File: src/rtl/cpu_pkg.sv
// Shared definitions for the RV32I multicycle control unit: opcodes, ALU op
// codes, branch funct3 values, write-back selects, FSM states and decode bundle.
package cpu_pkg;

  localparam logic [6:0] OP_TYPE_R  = 7'b0110011;
  localparam logic [6:0] OP_TYPE_L  = 7'b0000011;
  localparam logic [6:0] OP_TYPE_S  = 7'b0100011;
  localparam logic [6:0] OP_TYPE_I  = 7'b0010011;
  localparam logic [6:0] OP_TYPE_B  = 7'b1100011;
  localparam logic [6:0] OP_TYPE_LU = 7'b0110111;
  localparam logic [6:0] OP_TYPE_AU = 7'b0010111;
  localparam logic [6:0] OP_TYPE_J  = 7'b1101111;
  localparam logic [6:0] OP_TYPE_JL = 7'b1100111;

  localparam logic [3:0] ALU_ADD  = 4'b0000;
  localparam logic [3:0] ALU_SUB  = 4'b1000;
  localparam logic [3:0] ALU_SLL  = 4'b0001;
  localparam logic [3:0] ALU_SLT  = 4'b0010;
  localparam logic [3:0] ALU_SLTU = 4'b0011;
  localparam logic [3:0] ALU_XOR  = 4'b0100;
  localparam logic [3:0] ALU_SRL  = 4'b0101;
  localparam logic [3:0] ALU_SRA  = 4'b1101;
  localparam logic [3:0] ALU_OR   = 4'b0110;
  localparam logic [3:0] ALU_AND  = 4'b0111;

  localparam logic [2:0] F3_BEQ  = 3'b000;
  localparam logic [2:0] F3_BNE  = 3'b001;
  localparam logic [2:0] F3_BLT  = 3'b100;
  localparam logic [2:0] F3_BGE  = 3'b101;
  localparam logic [2:0] F3_BLTU = 3'b110;
  localparam logic [2:0] F3_BGEU = 3'b111;
  // Right-shift funct3; the only I-type op where funct7[5] picks the ALU op.
  localparam logic [2:0] F3_SR   = 3'b101;

  localparam logic [2:0] WB_ALU    = 3'd0;
  localparam logic [2:0] WB_BUS    = 3'd1;
  localparam logic [2:0] WB_IMM    = 3'd2;
  localparam logic [2:0] WB_PC_IMM = 3'd3;
  localparam logic [2:0] WB_PC4    = 3'd4;

  typedef enum logic [2:0] {
    FETCH   = 3'd0,
    DECODE  = 3'd1,
    EXECUTE = 3'd2,
    MEM     = 3'd3,
    COMMIT  = 3'd4
  } state_t;

  typedef struct packed {
    logic [3:0] alu_control;
    logic       alu_src;
    logic [2:0] rfwd_src;
    logic       branch;
    logic       jal;
    logic       jalr;
    logic       writes_rd;
    logic       is_mem;
    logic       is_store;
    logic       illegal;
  } decode_t;

endpackage

File: src/rtl/cpu_control_fsm_if.sv
// CPU-side bus handshake toward the APB bridge.
interface cpu_control_fsm_if;
  // Master holds busReq (and busWe for stores) high for every cycle of a
  // transfer; the transfer completes on the first rising edge where busReq
  // and busReady are both high. busReady is ignored while busReq is low.
  logic busReq;
  logic busWe;
  logic busReady;

  modport master (output busReq, output busWe, input busReady);
  modport slave  (input busReq, input busWe, output busReady);
endinterface

File: src/rtl/cpu_control_fsm_decoder.sv
// Pure combinational RV32I decode of opcode/funct3/funct7[5] into datapath controls.
module instr_decoder
  import cpu_pkg::*;
(
  input  logic [6:0] opcode,
  input  logic [2:0] funct3,
  input  logic       funct7_5,
  output decode_t    dec
);

  always_comb begin
    dec = '0;
    case (opcode)
      OP_TYPE_R: begin
        dec.alu_control = {funct7_5, funct3};
        dec.rfwd_src    = WB_ALU;
        dec.writes_rd   = 1'b1;
      end
      OP_TYPE_I: begin
        dec.alu_control = {(funct3 == F3_SR) ? funct7_5 : 1'b0, funct3};
        dec.alu_src     = 1'b1;
        dec.rfwd_src    = WB_ALU;
        dec.writes_rd   = 1'b1;
      end
      OP_TYPE_L: begin
        dec.alu_control = ALU_ADD;
        dec.alu_src     = 1'b1;
        dec.rfwd_src    = WB_BUS;
        dec.writes_rd   = 1'b1;
        dec.is_mem      = 1'b1;
      end
      OP_TYPE_S: begin
        dec.alu_control = ALU_ADD;
        dec.alu_src     = 1'b1;
        dec.is_mem      = 1'b1;
        dec.is_store    = 1'b1;
      end
      OP_TYPE_B: begin
        dec.alu_control = {1'b0, funct3};
        dec.branch      = 1'b1;
      end
      OP_TYPE_LU: begin
        dec.alu_control = ALU_ADD;
        dec.rfwd_src    = WB_IMM;
        dec.writes_rd   = 1'b1;
      end
      OP_TYPE_AU: begin
        dec.alu_control = ALU_ADD;
        dec.rfwd_src    = WB_PC_IMM;
        dec.writes_rd   = 1'b1;
      end
      OP_TYPE_J: begin
        dec.alu_control = ALU_ADD;
        dec.rfwd_src    = WB_PC4;
        dec.jal         = 1'b1;
        dec.writes_rd   = 1'b1;
      end
      OP_TYPE_JL: begin
        dec.alu_control = ALU_ADD;
        dec.alu_src     = 1'b1;
        dec.rfwd_src    = WB_PC4;
        dec.jal         = 1'b1;
        dec.jalr        = 1'b1;
        dec.writes_rd   = 1'b1;
      end
      default: dec.illegal = 1'b1;
    endcase
  end

endmodule

File: src/rtl/cpu_control_fsm.sv
// Multicycle RV32I control unit: FETCH/DECODE/EXECUTE/MEM/COMMIT sequencing,
// registered strobes and a bounded-wait bus master.
module cpu_control_fsm
  import cpu_pkg::*;
#(
  parameter int BUS_TIMEOUT = 16
) (
  input  logic                      clk,
  input  logic                      reset,
  input  logic [31:0]               instrCode,
  cpu_control_fsm_if.master         bus,
  output logic                      PCEn,
  output logic                      regFileWe,
  output logic [3:0]                aluControl,
  output logic                      aluSrcMuxSel,
  output logic [2:0]                RFWDSrcMuxSel,
  output logic                      branch,
  output logic                      jal,
  output logic                      jalr,
  output logic                      illegalInstr,
  output logic                      busError,
  output state_t                    state_dbg
);

  localparam int CW = (BUS_TIMEOUT > 1) ? $clog2(BUS_TIMEOUT) : 1;

  decode_t dec;
  state_t  state_q, state_d;
  logic [CW-1:0] cnt_q, cnt_d;
  logic pc_en_q, pc_en_d;
  logic rf_we_q, rf_we_d;
  logic bus_req_q, bus_req_d;
  logic bus_we_q, bus_we_d;
  logic illegal_q, illegal_d;
  logic bus_err_q, bus_err_d;
  logic timeout_hit;
  logic in_fetch;
  logic unused_instr_bits;

  instr_decoder u_decoder (
    .opcode   (instrCode[6:0]),
    .funct3   (instrCode[14:12]),
    .funct7_5 (instrCode[30]),
    .dec      (dec)
  );

  assign unused_instr_bits = ^{instrCode[31], instrCode[29:15], instrCode[11:7]};

  assign timeout_hit = (BUS_TIMEOUT != 0) && (cnt_q == CW'(BUS_TIMEOUT - 1));

  always_comb begin
    state_d   = state_q;
    cnt_d     = cnt_q;
    bus_err_d = 1'b0;
    case (state_q)
      FETCH:   state_d = DECODE;
      DECODE:  state_d = EXECUTE;
      EXECUTE: begin
        if (dec.is_mem) begin
          state_d = MEM;
          cnt_d   = '0;
        end else begin
          state_d = COMMIT;
        end
      end
      MEM: begin
        // A ready in the final allowed cycle still completes normally.
        if (bus.busReady) begin
          state_d = COMMIT;
        end else if (timeout_hit) begin
          state_d   = COMMIT;
          bus_err_d = 1'b1;
        end else if (BUS_TIMEOUT != 0) begin
          cnt_d = cnt_q + CW'(1);
        end
      end
      COMMIT:  state_d = FETCH;
      default: state_d = FETCH;
    endcase

    bus_req_d = (state_d == MEM);
    bus_we_d  = (state_d == MEM) && dec.is_store;
    pc_en_d   = (state_d == COMMIT);
    illegal_d = (state_d == COMMIT) && dec.illegal;
    rf_we_d   = (state_d == COMMIT) && dec.writes_rd && !dec.illegal && !bus_err_d;
  end

  always_ff @(posedge clk) begin
    if (reset) begin
      state_q   <= FETCH;
      cnt_q     <= '0;
      pc_en_q   <= 1'b0;
      rf_we_q   <= 1'b0;
      bus_req_q <= 1'b0;
      bus_we_q  <= 1'b0;
      illegal_q <= 1'b0;
      bus_err_q <= 1'b0;
    end else begin
      state_q   <= state_d;
      cnt_q     <= cnt_d;
      pc_en_q   <= pc_en_d;
      rf_we_q   <= rf_we_d;
      bus_req_q <= bus_req_d;
      bus_we_q  <= bus_we_d;
      illegal_q <= illegal_d;
      bus_err_q <= bus_err_d;
    end
  end

  // Decoded controls follow the held instruction but read as zero in FETCH.
  assign in_fetch      = (state_q == FETCH);
  assign aluControl    = in_fetch ? 4'b0000 : dec.alu_control;
  assign aluSrcMuxSel  = in_fetch ? 1'b0 : dec.alu_src;
  assign RFWDSrcMuxSel = in_fetch ? 3'd0 : dec.rfwd_src;
  assign branch        = in_fetch ? 1'b0 : dec.branch;
  assign jal           = in_fetch ? 1'b0 : dec.jal;
  assign jalr          = in_fetch ? 1'b0 : dec.jalr;

  assign PCEn         = pc_en_q;
  assign regFileWe    = rf_we_q;
  assign illegalInstr = illegal_q;
  assign busError     = bus_err_q;
  assign bus.busReq   = bus_req_q;
  assign bus.busWe    = bus_we_q;
  assign state_dbg    = state_q;

endmodule

File: src/flat_wrapper.sv
// flat-port wrapper written by rule: the top's interface ports become plain ports
module cpu_control_fsm_flat import cpu_pkg::*;
#(
  parameter int BUS_TIMEOUT = 16
)
  (clk, reset, instrCode, PCEn, regFileWe, aluControl, aluSrcMuxSel, RFWDSrcMuxSel, branch, jal, jalr, illegalInstr, busError, state_dbg, bus_busReq, bus_busWe, bus_busReady);
  cpu_control_fsm_if bus_i ();
  input  logic clk;
  input  logic reset;
  input  logic [31:0] instrCode;
  output logic PCEn;
  output logic regFileWe;
  output logic [3:0] aluControl;
  output logic aluSrcMuxSel;
  output logic [2:0] RFWDSrcMuxSel;
  output logic branch;
  output logic jal;
  output logic jalr;
  output logic illegalInstr;
  output logic busError;
  output state_t state_dbg;
  output wire logic [$bits(bus_i.busReq)-1:0] bus_busReq;
  output wire logic [$bits(bus_i.busWe)-1:0] bus_busWe;
  input wire logic [$bits(bus_i.busReady)-1:0] bus_busReady;
  assign bus_busReq = bus_i.busReq;
  assign bus_busWe = bus_i.busWe;
  assign bus_i.busReady = bus_busReady;
  cpu_control_fsm #(.BUS_TIMEOUT(BUS_TIMEOUT)) u_core (.clk(clk), .reset(reset), .instrCode(instrCode), .bus(bus_i), .PCEn(PCEn), .regFileWe(regFileWe), .aluControl(aluControl), .aluSrcMuxSel(aluSrcMuxSel), .RFWDSrcMuxSel(RFWDSrcMuxSel), .branch(branch), .jal(jal), .jalr(jalr), .illegalInstr(illegalInstr), .busError(busError), .state_dbg(state_dbg));
endmodule
File: config.mk
export PLATFORM = sky130hd
export DESIGN_NAME = cpu_control_fsm_flat
export DESIGN_NICKNAME = d
export VERILOG_FILES = /design/src/rtl/cpu_pkg.sv /design/src/rtl/cpu_control_fsm_if.sv /design/src/rtl/cpu_control_fsm_decoder.sv /design/src/rtl/cpu_control_fsm.sv /design/src/flat_wrapper.sv
export SDC_FILE = /design/constraint.sdc
export NUM_CORES = 1
export LEC_CHECK = 0
export BUFFER_PORTS_ARGS = -buffer_cell sky130_fd_sc_hd__buf_4
export CORE_MARGIN = 10
export CORE_UTILIZATION = 35
export CTS_CLUSTER_DIAMETER = 30
export DETAILED_ROUTE_END_ITERATION = 10
export MAX_ROUTING_LAYER = met4
export PLACE_DENSITY_LB_ADDON = 0.08
export SYNTH_ARGS = -nofsm -noshare
export SYNTH_HDL_FRONTEND = slang
export SYNTH_SLANG_ARGS = --single-unit
File: constraint.sdc
create_clock -name clk -period 1.3 [get_ports clk]
set_input_delay 0.065 -clock clk [delete_from_list [all_inputs] [get_ports clk]]
set_output_delay 0.065 -clock clk [all_outputs]
set_load 0.02 [all_outputs]
Yosys cells after proc, flatten, opt, wreduce, memory -nomap -nowiden
Index checks and enable logic that the tools add are counted.

operators by class
  add/sub/neg operators = 1
  equality and inequality tests = 19
  multiplexer cells = 28
  reductions and logical operators = 14

operators with widths
  operator                                                                number
  3-bit one-hot mux with 4 select lines                                   2
  7-bit by 6-bit equality test with 1-bit output (second input constant)  3
  7-bit equality test (second input constant)                             3
  1-bit 2-to-1 mux                                                        16
  4-bit 2-to-1 mux                                                        4
  7-bit by 5-bit equality test with 1-bit output (second input constant)  2
  3-bit 2-to-1 mux                                                        4
  4-bit one-hot mux with 3 select lines                                   1
  3-bit by 2-bit equality test with 1-bit output (second input constant)  3
  9-bit OR reduction                                                      1
  4-bit one-hot mux with 2 select lines                                   1
  7-bit by 2-bit equality test with 1-bit output (second input constant)  1
  7-bit OR reduction                                                      1
  3-bit equality test (second input constant)                             2
  1-bit logical AND                                                       5
  4-bit by 1-bit adder with 4-bit output (second input constant)          1
  4-bit equality test (second input constant)                             1
  2-bit != test (second input constant)                                   2
  4-bit AND reduction                                                     1
  2-bit OR reduction                                                      2
  4-bit OR reduction                                                      1
  3-bit by 1-bit equality test with 1-bit output (second input constant)  1
  3-bit zero test                                                         1
  2-bit by 1-bit != test with 1-bit output (second input constant)        1
  2 further kinds                                                         2

word-level totals
  bits in registers = 13
  input bits = 35
  word-level logic and storage cells = 70

Longest topological paths before layout
  depth in word-level cells = 9
  mapped depth = 5
  gate-level depth less buffers = 5

Modules after synthesis
A second synthesis with hierarchy kept.

second synthesis, totals
  cells, all modules = 103
  area total of the unflattened synthesis = 902.1 um^2

by module, submodules not included
  module           instances  cells each  area an instance (um^2)  sequential area each (um^2)
  cpu_control_fsm  1          66          614.3                    260.2
  instr_decoder    1          37          287.8                    0.0

Least setup slack after synthesis
OpenSTA, ideal clock, no wires.

  path kind = reg2out
  start = register u_core.state_q[0] (netlist: u_core.state_dbg[0])
  end = output port RFWDSrcMuxSel[0]
  data arrival time = 1.689 ns
  path slack = -0.454 ns
  stages on the path, launching flop included = 4
  path through = dfxtp_1 -> o311ai_1 -> or2_2 -> nor4_1

on the way
  word-level cells in the longest chain between the ends = 2

ends and longest elaborated chain
  element                 RTL line                source
  start, declared         cpu_control_fsm.sv:28   state_t state_q, state_d;
  start signal, assigned  cpu_control_fsm.sv:99   state_q <= state_d;
  3-bit zero test         cpu_control_fsm.sv:111  assign in_fetch = (state_q == FETCH);
  3-bit 2-to-1 mux        cpu_control_fsm.sv:114  assign RFWDSrcMuxSel = in_fetch ? 3'd0 : dec.rfwd_src;
  end, declared           flat_wrapper.sv:15      output logic [2:0] RFWDSrcMuxSel;

Every way passes these cells.

Worst setup path after layout
  start = register u_core.state_q[2] (netlist: u_core.state_dbg[2])
  end = output port aluControl[3]

on the way
  word-level cells in the longest chain between the ends = 2

ends and longest elaborated chain
  element           RTL line                source
  3-bit zero test   cpu_control_fsm.sv:111
  4-bit 2-to-1 mux  cpu_control_fsm.sv:112  assign aluControl = in_fetch ? 4'b0000 : dec.alu_control;
  end, declared     flat_wrapper.sv:13      output logic [3:0] aluControl;

Every way passes these cells.

==> impl_metrics.env <==
export IMPL_setup_worst_path_end_class="output port"
export IMPL_drtIter0Drc=25
export IMPL_maxSlewHeadroom=0.8056
export IMPL_n_antenna_cell=0
export IMPL_critPathMaxFanout=3
export IMPL_hold_path_end="u_core.busError$_SDFF_PP0_"
export IMPL_min_period_ns=1.620
export IMPL_synth_flop_cell="dfxtp_1"
export IMPL_synth_cell_type_count=35
export IMPL_start_kind="register"
export IMPL_yosys_warnings=0
export IMPL_grt_overflow_total=0
export IMPL_status="complete, but fails checks"
export IMPL_period_share=1.246
export IMPL_intPower_w=0.0007237
export IMPL_seq_power_share=0.410
export IMPL_die_y_um=65.65
export IMPL_nNetsFinal=181
export IMPL_nFillCells=168
export IMPL_grt_antenna_before_repair=0
export IMPL_leakagePower_nw=0.6022
export IMPL_hold_violations=0
export IMPL_grt_pass1_vias=877
export IMPL_layout_drive_gt1_share=0.6597
export IMPL_avgSynthCellArea_um2=8.196
export IMPL_regArea_um2=274.0
export IMPL_timing_fmax_mhz=617.4
export IMPL_rsz0062_at_grt="true"
export IMPL_yosysSeqAreaShare=0.3568
export IMPL_whs_ns=0.1284
export IMPL_worst_hold_path_type="in2reg"
export IMPL_rr_worst_depth=6
export IMPL_io_buffers=33
export IMPL_dpl_instance_area_um2=1157
export IMPL_final_area_um2=1425
export IMPL_drcViolationCount=0
export IMPL_fin_skew_ns=0.003095
export IMPL_cts_clk_slew_worst_paths_ns=0.07
export IMPL_mostFrequentLayoutCells="buf_4, buf_6, dfxtp_1"
export IMPL_cts_root_buf="clkbuf_4"
export IMPL_min_path_cells=4
export IMPL_min_delay_start="bus_busReady"
export IMPL_dieArea_um2=4310
export IMPL_power_frac_clock=0.239
export IMPL_synth_edf_count=0
export IMPL_start_util=0.3718
export IMPL_fp_dieW_um=65.65
export IMPL_synth_seq_cells=13
export IMPL_ir_drop_v=0.0006766
export IMPL_powerDensity_nw_per_um2=738.4
export IMPL_finalSetupViolCount=13
export IMPL_drt_vias_per_instance=5.117
export IMPL_pwr_share_comb=0.351
export IMPL_p_sw_frac=0.3123
export IMPL_r2r_slack_ns=-0.13
export IMPL_postRouteAntennaNets=0
export IMPL_cts_tree="built"
export IMPL_fin_ws_ns=-0.3196
export IMPL_synthToLayoutAreaGrowth_pct=95.37
export IMPL_critPathRequiredTime_ns=1.24
export IMPL_grt_max_degree=11
export IMPL_multi_input_area_um2=630.6
export IMPL_insertion_delay_ns=0.28
export IMPL_drv_cap=0
export IMPL_vias=875
export IMPL_globalplace_congestion=0.7342
export IMPL_hpwl_um=1810
export IMPL_wl_per_cell_um=14.18
export IMPL_final_common_cell="buf_4"
export IMPL_clock_sinks=13
export IMPL_grt_pass1_wl_um=3953
export IMPL_grt_usage=0.1156
export IMPL_arrival_ns=1.55
export IMPL_synth_area_um2=729.5
export IMPL_reg2reg_from="u_core.state_dbg[0]$_SDFF_PP0_"
export IMPL_syn_inst=89
export IMPL_wl_um=2425
export IMPL_row_count=16
export IMPL_clockBufferDepth=2
export IMPL_finalMaxSlewViolations=0
export IMPL_p_switching_w=0.0003286
export IMPL_timing_rr_end="u_core.cnt_q[2]$_SDFFE_PP0P_"
export IMPL_syn_nets=125
export IMPL_first_pass_iters=4
export IMPL_ios=55
export IMPL_path_class="reg2out"
export IMPL_violations="setup timing"
export IMPL_cts_buffers=3
export IMPL_tightest_slew_ns=0.2910
export IMPL_async_flop_share=0
export IMPL_coreArea_um2=1962
export IMPL_h_tree_depth=1
[timing repair]
action | in CTS | in global routing
setup buffers | 6 | 2
setup endpoints to repair | 18 | 23
gates resized for setup | 20 | 19
endpoints found under the hold margin | 1 | 0
hold buffers | 1 | 0
pin swaps | 14 | 4
[worst max path at each step]
stage,slack (ns),depth (start not counted),from,end
floorplan,-0.06,3,u_core.state_dbg[0]$_SDFF_PP0_,RFWDSrcMuxSel[1]
global placement,-0.09,5,u_core.state_dbg[0]$_SDFF_PP0_,aluControl[2]
detailed placement,-0.11,5,u_core.state_dbg[0]$_SDFF_PP0_,aluControl[0]
CTS,-0.32,5,u_core.state_dbg[2]$_SDFF_PP0_,aluControl[0]
global route,-0.37,5,u_core.state_dbg[2]$_SDFF_PP0_,aluControl[2]
finish,-0.32,4,u_core.state_dbg[2]$_SDFF_PP0_,aluControl[3]
[stage by stage]
step / total power (W) / cells / setup slack [ns] / util / TNS (ns)
after floorplan: 0.0005796 / 89 / -0.06441 / - / -0.2758
after global placement: 0.0007052 / 159 / -0.08593 / 0.5899 / -0.5369
after detailed placement: 0.0007084 / 159 / -0.1143 / 0.5899 / -0.8238
after CTS: 0.001015 / 170 / -0.3156 / 0.6767 / -2.673
after global routing: 0.001101 / 171 / -0.3689 / 0.7264 / -3.545
final: 0.001052 / 171 / -0.3196 / 0.7264 / -2.497
[registers in the layout (all words and copies together), names as in the netlist]
register             flops
u_core.PCEn              1
u_core.cnt_q             4
u_core.busError          1
u_core.regFileWe         1
u_core.bus.busReq        1
u_core.illegalInstr      1
u_core.state_dbg         3
u_core.bus.busWe         1
[logic make-up after synthesis]
logic type               Yosys count  share of synthesized area
buffers and inverters              8                    0.05489
AO/OA/AOI/OAI                     22                     0.2144
AND/OR/NAND/NOR                   44                     0.3448
flip-flops                        13                     0.3568
XOR/XNOR                           1                    0.01201
adder cells (fa/ha/maj)            1                    0.01715
[Yosys cell counts, types with 2 or more instances]
cell / n / area, µm²
dfxtp_1: 13 / 260.3
and2_1: 3 / 18.77
a211oi_1: 2 / 15.01
a21oi_1: 6 / 30.03
inv_1: 5 / 18.77
nor4_1: 2 / 12.51
nand3_1: 5 / 25.02
buf_2: 2 / 10.01
o21ai_0: 4 / 20.02
nand2_1: 6 / 22.52
or3_1: 4 / 25.02
nor3_1: 3 / 15.01
nor2_1: 8 / 30.03
nand2b_1: 2 / 12.51
nor2b_1: 4 / 25.02
[worst max-delay path, stage by stage (launching register included)]
cell and delay [ns]:
dfxtp_4 0.37, o311ai_4 0.11, or3_4 0.38, nor4b_4 0.25
buf_4 0.17
[final cells by class]
type / instances / area share
clock buffers: 4 / 0.01844
well taps: 27 / 0.02370
repair buffers: 54 / 0.3099
flip-flops and latches: 13 / 0.1923
multi-input cells: 68 / 0.4425
inverters: 5 / 0.01317
[power by group through the flow]
stage,clock network [W],logic (W),registers (W)
6_report,0.000252,0.000369,0.000432
5_1_grt,0.000273,0.000394,0.000435
4_1_cts,0.000259,0.000324,0.000432
3_5_place_dp,0,0.000266,0.000442
3_3_place_gp,0,0.000264,0.000442
2_1_floorplan,0,0.000113,0.000467
[routing by layer]
layer  up-vias  GRT usage  part of all wire
met5         -          -                 0
met4         0    0.01604                 0
met3         0    0.05254             0.063
met2        23     0.1908              0.49
met1       421     0.1274              0.45
li1        431          -                 -
(Power assumes the default switching activity.)
